[src/rtl/nn_system_seq.sv]
// rtl/nn_system_seq.sv - three-layer spiking classifier with streamed config, framed input and run FSM
module nn_cfg_sipo #(
    parameter int W  = 8,
    parameter int PW = 2
) (
    input  logic          clk,
    input  logic          rst_n,
    input  logic          en,
    input  logic [PW-1:0] data,
    output logic [W-1:0]  sr,
    output logic          loaded
);
    localparam int BEATS = W / PW;
    localparam int CW    = $clog2(BEATS + 1);

    logic [CW-1:0] cnt;

    // Counter saturates at a full load; later beats still shift the register.
    always_ff @(posedge clk or negedge rst_n) begin
        if (!rst_n) begin
            sr  <= '0;
            cnt <= '0;
        end else if (en) begin
            sr <= {sr[W-PW-1:0], data};
            if (cnt != CW'(BEATS)) cnt <= cnt + 1'b1;
        end
    end

    assign loaded = (cnt == CW'(BEATS));
endmodule

module nn_layer #(
    parameter int N_I = 8,
    parameter int N_O = 4,
    parameter int SW  = 2,
    parameter int TW  = 8,
    parameter int FW  = 4,
    parameter int AW  = 8,
    parameter int VW  = 12
) (
    input  logic                 clk,
    input  logic                 rst_n,
    input  logic                 ce,
    input  logic [N_I-1:0]       s_in,
    input  logic [N_I*N_O-1:0]   w,
    input  logic [N_O*SW-1:0]    beta_shift,
    input  logic [N_O*TW-1:0]    minus_teta,
    input  logic [N_O*FW-1:0]    bn_factor,
    input  logic [N_O*AW-1:0]    bn_addend,
    output logic [N_O-1:0]       s_out
);
    for (genvar j = 0; j < N_O; j++) begin : g_neuron
        logic signed [VW-1:0] v, syn, fac, add, thr, sum, margin;
        logic spk;

        // Leaky integrate: v - v/2^beta + (popcount * factor + addend); fire when v + minus_teta >= 0.
        always_comb begin
            syn = '0;
            for (int i = 0; i < N_I; i++)
                syn = syn + VW'(s_in[i] & w[j*N_I + i]);
            fac    = VW'($signed({1'b0, bn_factor[j*FW +: FW]}));
            add    = VW'($signed(bn_addend[j*AW +: AW]));
            thr    = VW'($signed(minus_teta[j*TW +: TW]));
            sum    = v - (v >>> beta_shift[j*SW +: SW]) + syn * fac + add;
            margin = sum + thr;
        end

        always_ff @(posedge clk or negedge rst_n) begin
            if (!rst_n) begin
                v   <= '0;
                spk <= 1'b0;
            end else if (ce) begin
                spk <= !margin[VW-1];
                v   <= margin[VW-1] ? sum : '0;
            end
        end

        assign s_out[j] = spk;
    end
endmodule

module nn_system_seq #(
    parameter int N_IN    = 32,
    parameter int N_H0    = 4,
    parameter int N_H1    = 4,
    parameter int N_OUT   = 4,
    parameter int PW      = 2,
    parameter int IW      = 8,
    parameter int T_STEPS = 16,
    parameter int CNT_W   = 5
) (
    input  logic                       clk,
    input  logic                       rst_n,
    input  logic [PW-1:0]              cfg_data,
    input  logic [2:0]                 cfg_sel,
    input  logic                       cfg_valid,
    output logic                       cfg_ready,
    output logic [4:0]                 cfg_loaded,
    input  logic [IW-1:0]              in_data,
    input  logic                       in_valid,
    output logic                       in_ready,
    input  logic                       start,
    output logic                       busy,
    output logic                       done,
    output logic [$clog2(N_OUT)-1:0]   class_out,
    output logic [N_OUT*CNT_W-1:0]     spike_counts
);
    localparam int SW       = 2;
    localparam int TW       = 8;
    localparam int FW       = 4;
    localparam int AW       = 8;
    localparam int NN       = N_H0 + N_H1 + N_OUT;
    // Output layer is wired one-to-one from H1, so only the two hidden matrices are loadable.
    localparam int W_W      = N_IN*N_H0 + N_H0*N_H1;
    localparam int CLS_W    = $clog2(N_OUT);
    localparam int IN_BEATS = N_IN / IW;
    localparam int IC_W     = $clog2(IN_BEATS + 1);
    localparam int O1       = N_H0;
    localparam int O2       = N_H0 + N_H1;

    typedef enum logic [2:0] {S_IDLE, S_CLEAR, S_RUN, S_DECIDE, S_DONE} state_t;
    state_t state, state_n;

    logic [W_W-1:0]   weights;
    logic [NN*SW-1:0] beta_shift;
    logic [NN*TW-1:0] minus_teta;
    logic [NN*FW-1:0] bn_factor;
    logic [NN*AW-1:0] bn_addend;
    logic             cfg_acc, accept, clear, layer_ce, layer_rst_n;

    assign cfg_ready = !busy;
    assign cfg_acc   = cfg_valid && cfg_ready;

    nn_cfg_sipo #(.W(W_W),   .PW(PW)) u_cfg_w  (.clk(clk), .rst_n(rst_n), .en(cfg_acc && cfg_sel == 3'd0), .data(cfg_data), .sr(weights),    .loaded(cfg_loaded[0]));
    nn_cfg_sipo #(.W(NN*SW), .PW(PW)) u_cfg_bs (.clk(clk), .rst_n(rst_n), .en(cfg_acc && cfg_sel == 3'd1), .data(cfg_data), .sr(beta_shift), .loaded(cfg_loaded[1]));
    nn_cfg_sipo #(.W(NN*TW), .PW(PW)) u_cfg_mt (.clk(clk), .rst_n(rst_n), .en(cfg_acc && cfg_sel == 3'd2), .data(cfg_data), .sr(minus_teta), .loaded(cfg_loaded[2]));
    nn_cfg_sipo #(.W(NN*FW), .PW(PW)) u_cfg_bf (.clk(clk), .rst_n(rst_n), .en(cfg_acc && cfg_sel == 3'd3), .data(cfg_data), .sr(bn_factor),  .loaded(cfg_loaded[3]));
    nn_cfg_sipo #(.W(NN*AW), .PW(PW)) u_cfg_ba (.clk(clk), .rst_n(rst_n), .en(cfg_acc && cfg_sel == 3'd4), .data(cfg_data), .sr(bn_addend),  .loaded(cfg_loaded[4]));

    logic [N_IN-1:0] shadow, x;
    logic [IC_W-1:0] in_cnt;
    logic            frame_full;

    assign in_ready = !frame_full;
    assign accept   = start && state == S_IDLE && frame_full && (&cfg_loaded);

    always_ff @(posedge clk or negedge rst_n) begin
        if (!rst_n) begin
            shadow     <= '0;
            x          <= '0;
            in_cnt     <= '0;
            frame_full <= 1'b0;
        end else begin
            if (in_valid && in_ready) begin
                shadow <= {shadow[N_IN-IW-1:0], in_data};
                if (in_cnt == IC_W'(IN_BEATS - 1)) begin
                    in_cnt     <= '0;
                    frame_full <= 1'b1;
                end else begin
                    in_cnt <= in_cnt + 1'b1;
                end
            end
            if (accept) begin
                x          <= shadow;
                frame_full <= 1'b0;
            end
        end
    end

    logic [7:0] step;

    always_ff @(posedge clk or negedge rst_n) begin
        if (!rst_n) state <= S_IDLE;
        else        state <= state_n;
    end

    always_comb begin
        state_n = state;
        case (state)
            S_IDLE:   if (accept) state_n = S_CLEAR;
            S_CLEAR:  state_n = S_RUN;
            S_RUN:    if (step == 8'(T_STEPS - 1)) state_n = S_DECIDE;
            S_DECIDE: state_n = S_DONE;
            S_DONE:   state_n = S_IDLE;
            default:  state_n = S_IDLE;
        endcase
    end

    always_comb begin
        busy     = (state != S_IDLE);
        done     = (state == S_DONE);
        clear    = (state == S_CLEAR);
        layer_ce = (state == S_RUN);
    end

    // Membranes are zeroed by pulsing the layers' reset for the single CLEAR cycle.
    assign layer_rst_n = rst_n & ~clear;

    always_ff @(posedge clk or negedge rst_n) begin
        if (!rst_n)              step <= '0;
        else if (accept)         step <= '0;
        else if (state == S_RUN) step <= step + 1'b1;
    end

    logic [N_H0-1:0]       h0_spk;
    logic [N_H1-1:0]       h1_spk;
    logic [N_OUT-1:0]      out_spk;
    logic [N_H1*N_OUT-1:0] w_out;

    always_comb begin
        w_out = '0;
        for (int j = 0; j < N_OUT; j++)
            for (int i = 0; i < N_H1; i++)
                if (i == j) w_out[j*N_H1 + i] = 1'b1;
    end

    nn_layer #(.N_I(N_IN), .N_O(N_H0), .SW(SW), .TW(TW), .FW(FW), .AW(AW)) u_l0 (
        .clk(clk), .rst_n(layer_rst_n), .ce(layer_ce), .s_in(x), .w(weights[N_IN*N_H0-1:0]),
        .beta_shift(beta_shift[0 +: N_H0*SW]), .minus_teta(minus_teta[0 +: N_H0*TW]),
        .bn_factor(bn_factor[0 +: N_H0*FW]), .bn_addend(bn_addend[0 +: N_H0*AW]), .s_out(h0_spk));

    nn_layer #(.N_I(N_H0), .N_O(N_H1), .SW(SW), .TW(TW), .FW(FW), .AW(AW)) u_l1 (
        .clk(clk), .rst_n(layer_rst_n), .ce(layer_ce), .s_in(h0_spk), .w(weights[W_W-1:N_IN*N_H0]),
        .beta_shift(beta_shift[O1*SW +: N_H1*SW]), .minus_teta(minus_teta[O1*TW +: N_H1*TW]),
        .bn_factor(bn_factor[O1*FW +: N_H1*FW]), .bn_addend(bn_addend[O1*AW +: N_H1*AW]), .s_out(h1_spk));

    nn_layer #(.N_I(N_H1), .N_O(N_OUT), .SW(SW), .TW(TW), .FW(FW), .AW(AW)) u_l2 (
        .clk(clk), .rst_n(layer_rst_n), .ce(layer_ce), .s_in(h1_spk), .w(w_out),
        .beta_shift(beta_shift[O2*SW +: N_OUT*SW]), .minus_teta(minus_teta[O2*TW +: N_OUT*TW]),
        .bn_factor(bn_factor[O2*FW +: N_OUT*FW]), .bn_addend(bn_addend[O2*AW +: N_OUT*AW]), .s_out(out_spk));

    logic [CNT_W-1:0] counts [N_OUT];
    logic [CNT_W-1:0] best_val;
    logic [CLS_W-1:0] best_idx;

    always_ff @(posedge clk or negedge rst_n) begin
        if (!rst_n) begin
            for (int i = 0; i < N_OUT; i++) counts[i] <= '0;
        end else if (accept) begin
            for (int i = 0; i < N_OUT; i++) counts[i] <= '0;
        end else if (state == S_RUN) begin
            for (int i = 0; i < N_OUT; i++)
                if (out_spk[i] && counts[i] != '1) counts[i] <= counts[i] + 1'b1;
        end
    end

    for (genvar i = 0; i < N_OUT; i++) begin : g_counts
        assign spike_counts[i*CNT_W +: CNT_W] = counts[i];
    end

    // Strict greater-than keeps the lowest index on ties.
    always_comb begin
        best_idx = '0;
        best_val = counts[0];
        for (int i = 1; i < N_OUT; i++)
            if (counts[i] > best_val) begin
                best_val = counts[i];
                best_idx = CLS_W'(i);
            end
    end

    always_ff @(posedge clk or negedge rst_n) begin
        if (!rst_n)                 class_out <= '0;
        else if (state == S_DECIDE) class_out <= best_idx;
    end
endmodule

[config.mk]
export PLATFORM = sky130hd
export DESIGN_NAME = nn_system_seq
export DESIGN_NICKNAME = d
export VERILOG_FILES = /design/src/rtl/nn_system_seq.sv
export SDC_FILE = /design/constraint.sdc
export NUM_CORES = 2
export LEC_CHECK = 0
export ABC_AREA = 0
export CORE_MARGIN = 2
export CORE_UTILIZATION = 59
export DETAILED_ROUTE_END_ITERATION = 8
export PLACE_DENSITY = 0.78
export SLEW_MARGIN = 20
export SYNTH_ARGS = -nofsm -noshare
export SYNTH_HDL_FRONTEND = slang
export SYNTH_SLANG_ARGS = --single-unit
[constraint.sdc]
create_clock -name clk -period 6.2 [get_ports clk]
set_clock_uncertainty 0.1 [all_clocks]
set_input_delay 1.24 -clock clk [delete_from_list [all_inputs] [get_ports clk]]
set_output_delay 1.24 -clock clk [all_outputs]
set_load 0.01 [all_outputs]
Word level (Yosys, flattened, before mapping)
Index checks and enable logic that the tools add are counted.

storage, ports and cells
  register bits = 693
  logic and storage cells = 521

operators by class
  equal/unequal tests = 26
  magnitude comparators = 3
  shifts and indexed selects = 12
  add/subtract/negate cells = 195
  bitwise operators = 146
  muxes and demuxes = 32
  reduce and logical (&&, ||, !) cells = 50
  $mul = 12

operators with widths
  cell                                                  number
  adder 12 bit                                          148
  adder 12 x 8 -> 12 bit                                24
  bitwise AND 1 bit                                     145
  2-to-1 mux 12 bit                                     12
  >>> shifter 12 x 2 -> 12 bit                          12
  subtractor 12 bit                                     12
  multiplier 12 x 5 -> 12 bit                           8
  2-to-1 mux 20 bit                                     2
  2-to-1 mux 5 bit                                      6
  adder 5 x 1 -> 5 bit (second input constant)          5
  inequality test 5 bit (second input constant)         5
  AND reduction 2 bit                                   11
  multiplier 1 x 4 -> 5 bit                             4
  2-to-1 mux 8 bit                                      2
  equality test 3 x 2 -> 1 bit (second input constant)  5
  > comparator 5 bit                                    3
  logical AND 1 bit                                     14
  logical NOT 1 bit                                     14
  nonzero test 2 bit                                    7
  adder 6 x 1 -> 6 bit (second input constant)          2
  equality test 6 bit (second input constant)           2
  inequality test 6 bit (second input constant)         2
  one-hot mux 3 bit (4 select lines)                    1
  2-to-1 mux 3 bit                                      3
  20 further kinds                                      27

Logic depth before layout (Yosys ltp)
  depth in word-level cells = 37
  mapped depth = 41
  depth with buffers taken out = 40

Cells and area by module
A second synthesis with hierarchy kept.

second synthesis, totals
  cell total of the unflattened synthesis = 5080
  area total of the unflattened synthesis = 55877.3 um^2

by module, submodules not included
  module                       seq. area each (um^2)  area each (um^2)  times used  cells each
  nn_layer at u_l0             1301.2                 14840.5           1           1566
  nn_layer at u_l1             1301.2                 9972.1            1           1055
  nn_layer at u_l2             1301.2                 9733.1            1           1030
  nn_cfg_sipo at u_cfg_ba ...  2552.4                 3908.7            2           230
  nn_cfg_sipo at u_cfg_w       3778.6                 5650.4            1           334
  nn_system_seq                2527.4                 4717.0            1           438
  nn_cfg_sipo at u_cfg_bf      1326.3                 2026.9            1           122
  nn_cfg_sipo at u_cfg_bs      700.7                  1119.8            1           75

Worst setup path before layout
Ideal clock, no wire load.

  kind = register to register
  start point = register x[31]
  end point = register u_l0.g_neuron[0].v[3]
  path buffers = 1
  cell stages (with the launch flop) = 41
  clock period less this slack = 10.073 ns
  arrival time = 9.841 ns
  slack = -3.873 ns
  cells stage by stage = dfrtp_1 and2_1 fa_1 inv_1 fa_1 fa_1 fa_1 fa_1 fa_1 inv_1 ha_1 fa_1 a21o_1 a21oi_1 xnor2_1 and2_1 fa_1 inv_1 [5 not listed] inv_1 ha_1 a21o_1 a211oi_1 o21bai_1 a21o_1 a21oi_1 xor2_1 inv_1 ha_1 nand2_1 nor2_1 a211oi_1 o21ai_0 xor2_1 xor2_1 buf_2 o22ai_1

between the ends
  word-level cells in the longest chain between the ends = 7

RTL lines
  item                           line  source
  start, declared                140   logic [N_IN-1:0] shadow, x;
  start signal, assigned         164   x <= shadow;
  bitwise AND 1 bit *            60    syn = syn + VW'(s_in[i] & w[j*N_I + i]);
  adder 12 bit *                 60
  multiplier 12 x 5 -> 12 bit *  64    sum = v - (v >>> beta_shift[j*SW +: SW]) + syn * fac + add;
  adder 12 bit *                 64
  adder 12 x 8 -> 12 bit *       64
  adder 12 x 8 -> 12 bit         65    margin = sum + thr;
  2-to-1 mux 12 bit *            74    v <= margin[VW-1] ? sum : '0;
  end signal, assigned           74
  end, declared                  53    logic signed [VW-1:0] v, syn, fac, add, thr, sum, margin;

Mark *: on every way between the ends. The rest lies on a longest branch, timed or not.
A chain may end at the register's enable or synchronous reset.

Worst setup path after layout
  start point = register x[16]
  end point = register u_l0.g_neuron[2].spk

between the ends
  word-level cells in the longest chain between the ends = 22

RTL lines
  item                         line  source
  bitwise AND 1 bit            60
  adder 12 bit (16 in series)  60
  multiplier 12 x 5 -> 12 bit  64
  adder 12 bit                 64
  adder 12 x 8 -> 12 bit       64
  adder 12 x 8 -> 12 bit       65
  logical NOT 1 bit            73    spk <= !margin[VW-1];
  end signal, assigned         73
  end, declared                54    logic spk;

Every way passes these cells.

==> run summary <==
Status = finished, violations left
Failing checks = negative setup slack
WHS Endpoint = u_cfg_w.cnt[6]$_DFFE_PN0P_
Max Cap Viol = 0
Worst hold slack = 0.367 ns
Top-count cell post-synth = nand2_1
R2r startpoint = x[16]$_DFFE_PN0P_
Delay-heaviest family, CP = adder cells
Area growth from synthesis to layout = 17.5%
IO buf count = 48
Hold_buf cts = 0
RSZ-0062 raised after global routing = true
Hold Crit Start = u_cfg_w.cnt[6]$_DFFE_PN0P_
Total GRT Usage = 0.291
Clk buf depth = 3
# H-tree levels = 3
Critical Path Source Type = flop
CP Capture Type = flop
Fin cells = 7254
Die height = 303 um
Endpoints failing hold = 0
Via count = 40600
Fin crit period = 10.16 ns
CTS tree = yes
Worst-path clk slew = 0.06 ns
1st-iter DRT viols = 2852
Leak Pwr = 31.8 nW
Dominant synthesized flop cell = dfrtp_1
Multi-input logic area = 33300 sq um
IO Pins = 49
Synth Register Bits = 693
Reg2reg setup slack = -3.96 ns
Logic pwr share = 0.479
Arr. time, crit path = 10.58 ns
First-pass iteration count of the detailed router = 5
Pwr dens = 314 nW/um^2
Largest net degree at the start of global routing = 138
Slew Limit Headroom = 0.227
Critical Path Slowest Stage Cell = fa_2
Avg Inst Size Synth = 9.37 sq um
Clock power share = 0.246
Setup violators final = 104
Antenna Violating Nets Remaining = 0
CTS Buf Count = 77
Vias per inst = 5.60
Post-DR wirelength/cell = 18.0 um
Later-pin clock latency in the skew report = 0.66 ns
F_max = 0.0985 GHz
Syn Inst Count = 5628
Die area = 91800 sq um
Sequential Area = 17300 sq um
Netlist cell types = 66
Worst Hold Class = reg -> reg
Mapped Area = 52700 sq um
Worst hold stages = 1
Most used cell, CP = fa_1
Crit-path max cell delay = 0.59 ns
Overall power = 19.5 mW
FILL cells = 6116
Synth area leaders = dfrtp_1, fa_1, ha_1
Synth top area share = 0.329
Psw = 7.40 mW
First-pass GRT wire length = 216 mm
Core area = 88500 sq um
Synth area leader = dfrtp_1
Layout Nets = 6950
Peak VDD IR = 296 uV
CP max FO = 6
CP bufs+invs = 8
Synth Net Count = 6545
DP Worst Slack = -3.85 ns
Ratio of cells with drive above 1 in the final layout = 0.181
Reg power frac = 0.275
Cell internal pwr = 12.1 mW
# DRC = 0
Crit Path Category = reg -> reg
Post-synth EDFFs = 0
Post-layout util = 0.700
Horiz. Die Dim = 303 um
GPL Wtd Cong = 0.895
Setup WS post-layout = -3.96 ns
Synthesis Warnings = 0
Post-route cell area = 62000 sq um
Initial Util = 0.596
DP Area = 57500 sq um
Worst-Margin Slew = 1.16 ns
Clock Tree Root = clkbuf_16
Residual overflow from global routing = 0
Switching Fraction = 0.381
# rows = 109
Final HPWL from detailed placement = 91.5 mm
Setup TNS = -232.89 ns
Crit share post-route = 1.64
Reg2Reg Capture Point = u_l0.g_neuron[2].spk$_DFFE_PN0N_
Placed cells = 7054
Vias in the first global route = 42800
Post-Route WL = 131 mm
Clock sink total = 693
Antenna cells = 0
CP required = 6.63 ns
Async set-reset flop share out of synthesis = 1.00
Synth cell count leaders = nand2_1, inv_1, dfrtp_1, ha_1, fa_1
Seq/Total Area, Yosys = 0.329
Worst R2R Path Depth = 39
Fin. max-slew vios = 0
Initial antenna violation count = 0
==> cell type report <==
| cell class | instances | area share |
|---|---|---|
| multi-input combinational | 3952 | 0.537 |
| sequential | 693 | 0.280 |
| timing repair buffer | 515 | 0.0692 |
| inverter | 794 | 0.0481 |
| clock buffer | 103 | 0.0351 |
| tap | 1165 | 0.0235 |
| clock inverter | 32 | 0.00684 |
==> routing by layer <==
metal	GRT usage	vias up	wire, um
met5	0	-	0
met4	0.0950	0	3750
met3	0.0359	286	7420
met2	0.496	1215	65400
met1	0.390	20300	54200
li1	-	18800	-
==> state kept, by name, indices dropped and copies added, names as in the netlist, 5 cells and up <==
name             count
u_cfg_mt.cnt         6
u_cfg_bf.sr         48
u_cfg_bs.sr         24
u_cfg_ba.sr         96
u_cfg_w.cnt          7
step                 8
u_cfg_w.sr         144
u_cfg_mt.sr         96
u_l0.g_neuron.v     48
u_l2.g_neuron.v     48
shadow              32
u_cfg_bf.cnt         5
spike_counts        20
u_l1.g_neuron.v     48
x                   32
u_cfg_ba.cnt         6
==> cells by family (layout without fill, tap and decap cells) <==
logic type | after synthesis | in the layout | share of synthesized area
xor+xnor | 205 | 205 | 0.0342
compound gates | 576 | 576 | 0.0664
fa+ha+maj | 899 | 899 | 0.270
mux | 236 | 236 | 0.0660
buf+inv | 983 | 1444 | 0.0722
flops | 693 | 693 | 0.329
simple gates | 2036 | 2036 | 0.162
==> power groups by stage <==
| stage | Combinational (mW) | Sequential [mW] | Clock [mW] |
|---|---|---|---|
| 2_1_floorplan | 5.34 | 5.21 | 0 |
| 3_3_place_gp | 7.43 | 5.38 | 0 |
| 3_5_place_dp | 7.75 | 5.40 | 0 |
| 4_1_cts | 8.84 | 5.33 | 4.85 |
| 5_1_grt | 10.2 | 5.39 | 5.03 |
| 6_report | 9.31 | 5.34 | 4.80 |
==> worst register-to-register path: cells and delay by family, from the launching register on <==
kind	cells	cell delay, ns
AO/OA/AOI/OAI	7	1.34
XOR/XNOR	4	0.64
adder cells (fa/ha/maj)	14	6.25
buffers and inverters	8	0.61
flip-flops	1	0.40
multiplexers	1	0.26
AND/OR/NAND/NOR	5	0.46
==> placed cells by master, fill, tap and decap left out, types with 54 or more instances in the layout <==
cell,n
a21oi_1,111
and2_1,131
buf_4,425
clkbuf_16,80
dfrtp_1,691
fa_1,372
ha_1,452
inv_1,764
mux2_2,86
mux2i_1,63
mux4_2,80
nand2_1,1546
nor2_1,128
o21ai_0,123
xnor2_1,123
xor2_1,54
==> how the worst max path moves through the flow <==
stage,cells after the start,slack (ns),from,endpoint
floorplan,38,-3.23,u_cfg_w.sr[80]$_DFFE_PN0P_,u_l0.g_neuron[2].v[9]$_DFFE_PN0N_
detailed placement,37,-3.85,u_cfg_w.sr[80]$_DFFE_PN0P_,u_l0.g_neuron[2].v[9]$_DFFE_PN0N_
global route,39,-4.30,x[18]$_DFFE_PN0P_,u_l0.g_neuron[2].v[9]$_DFFE_PN0N_
CTS,42,-3.82,x[20]$_DFFE_PN0P_,u_l0.g_neuron[0].v[0]$_DFFE_PN0N_
finish,39,-3.96,x[16]$_DFFE_PN0P_,u_l0.g_neuron[2].spk$_DFFE_PN0N_
global placement,40,-3.64,x[20]$_DFFE_PN0P_,u_l0.g_neuron[0].spk$_DFFE_PN0N_
==> timing repair <==
action                     4_1_cts  5_1_grt
pin swaps                       95       98
buffers inserted                51       22
hold endpoints to repair         0        0
setup endpoints to repair      104      113
cloned                           6        0
gates resized for setup        183      121
Power figures use the tool's default switching activity.
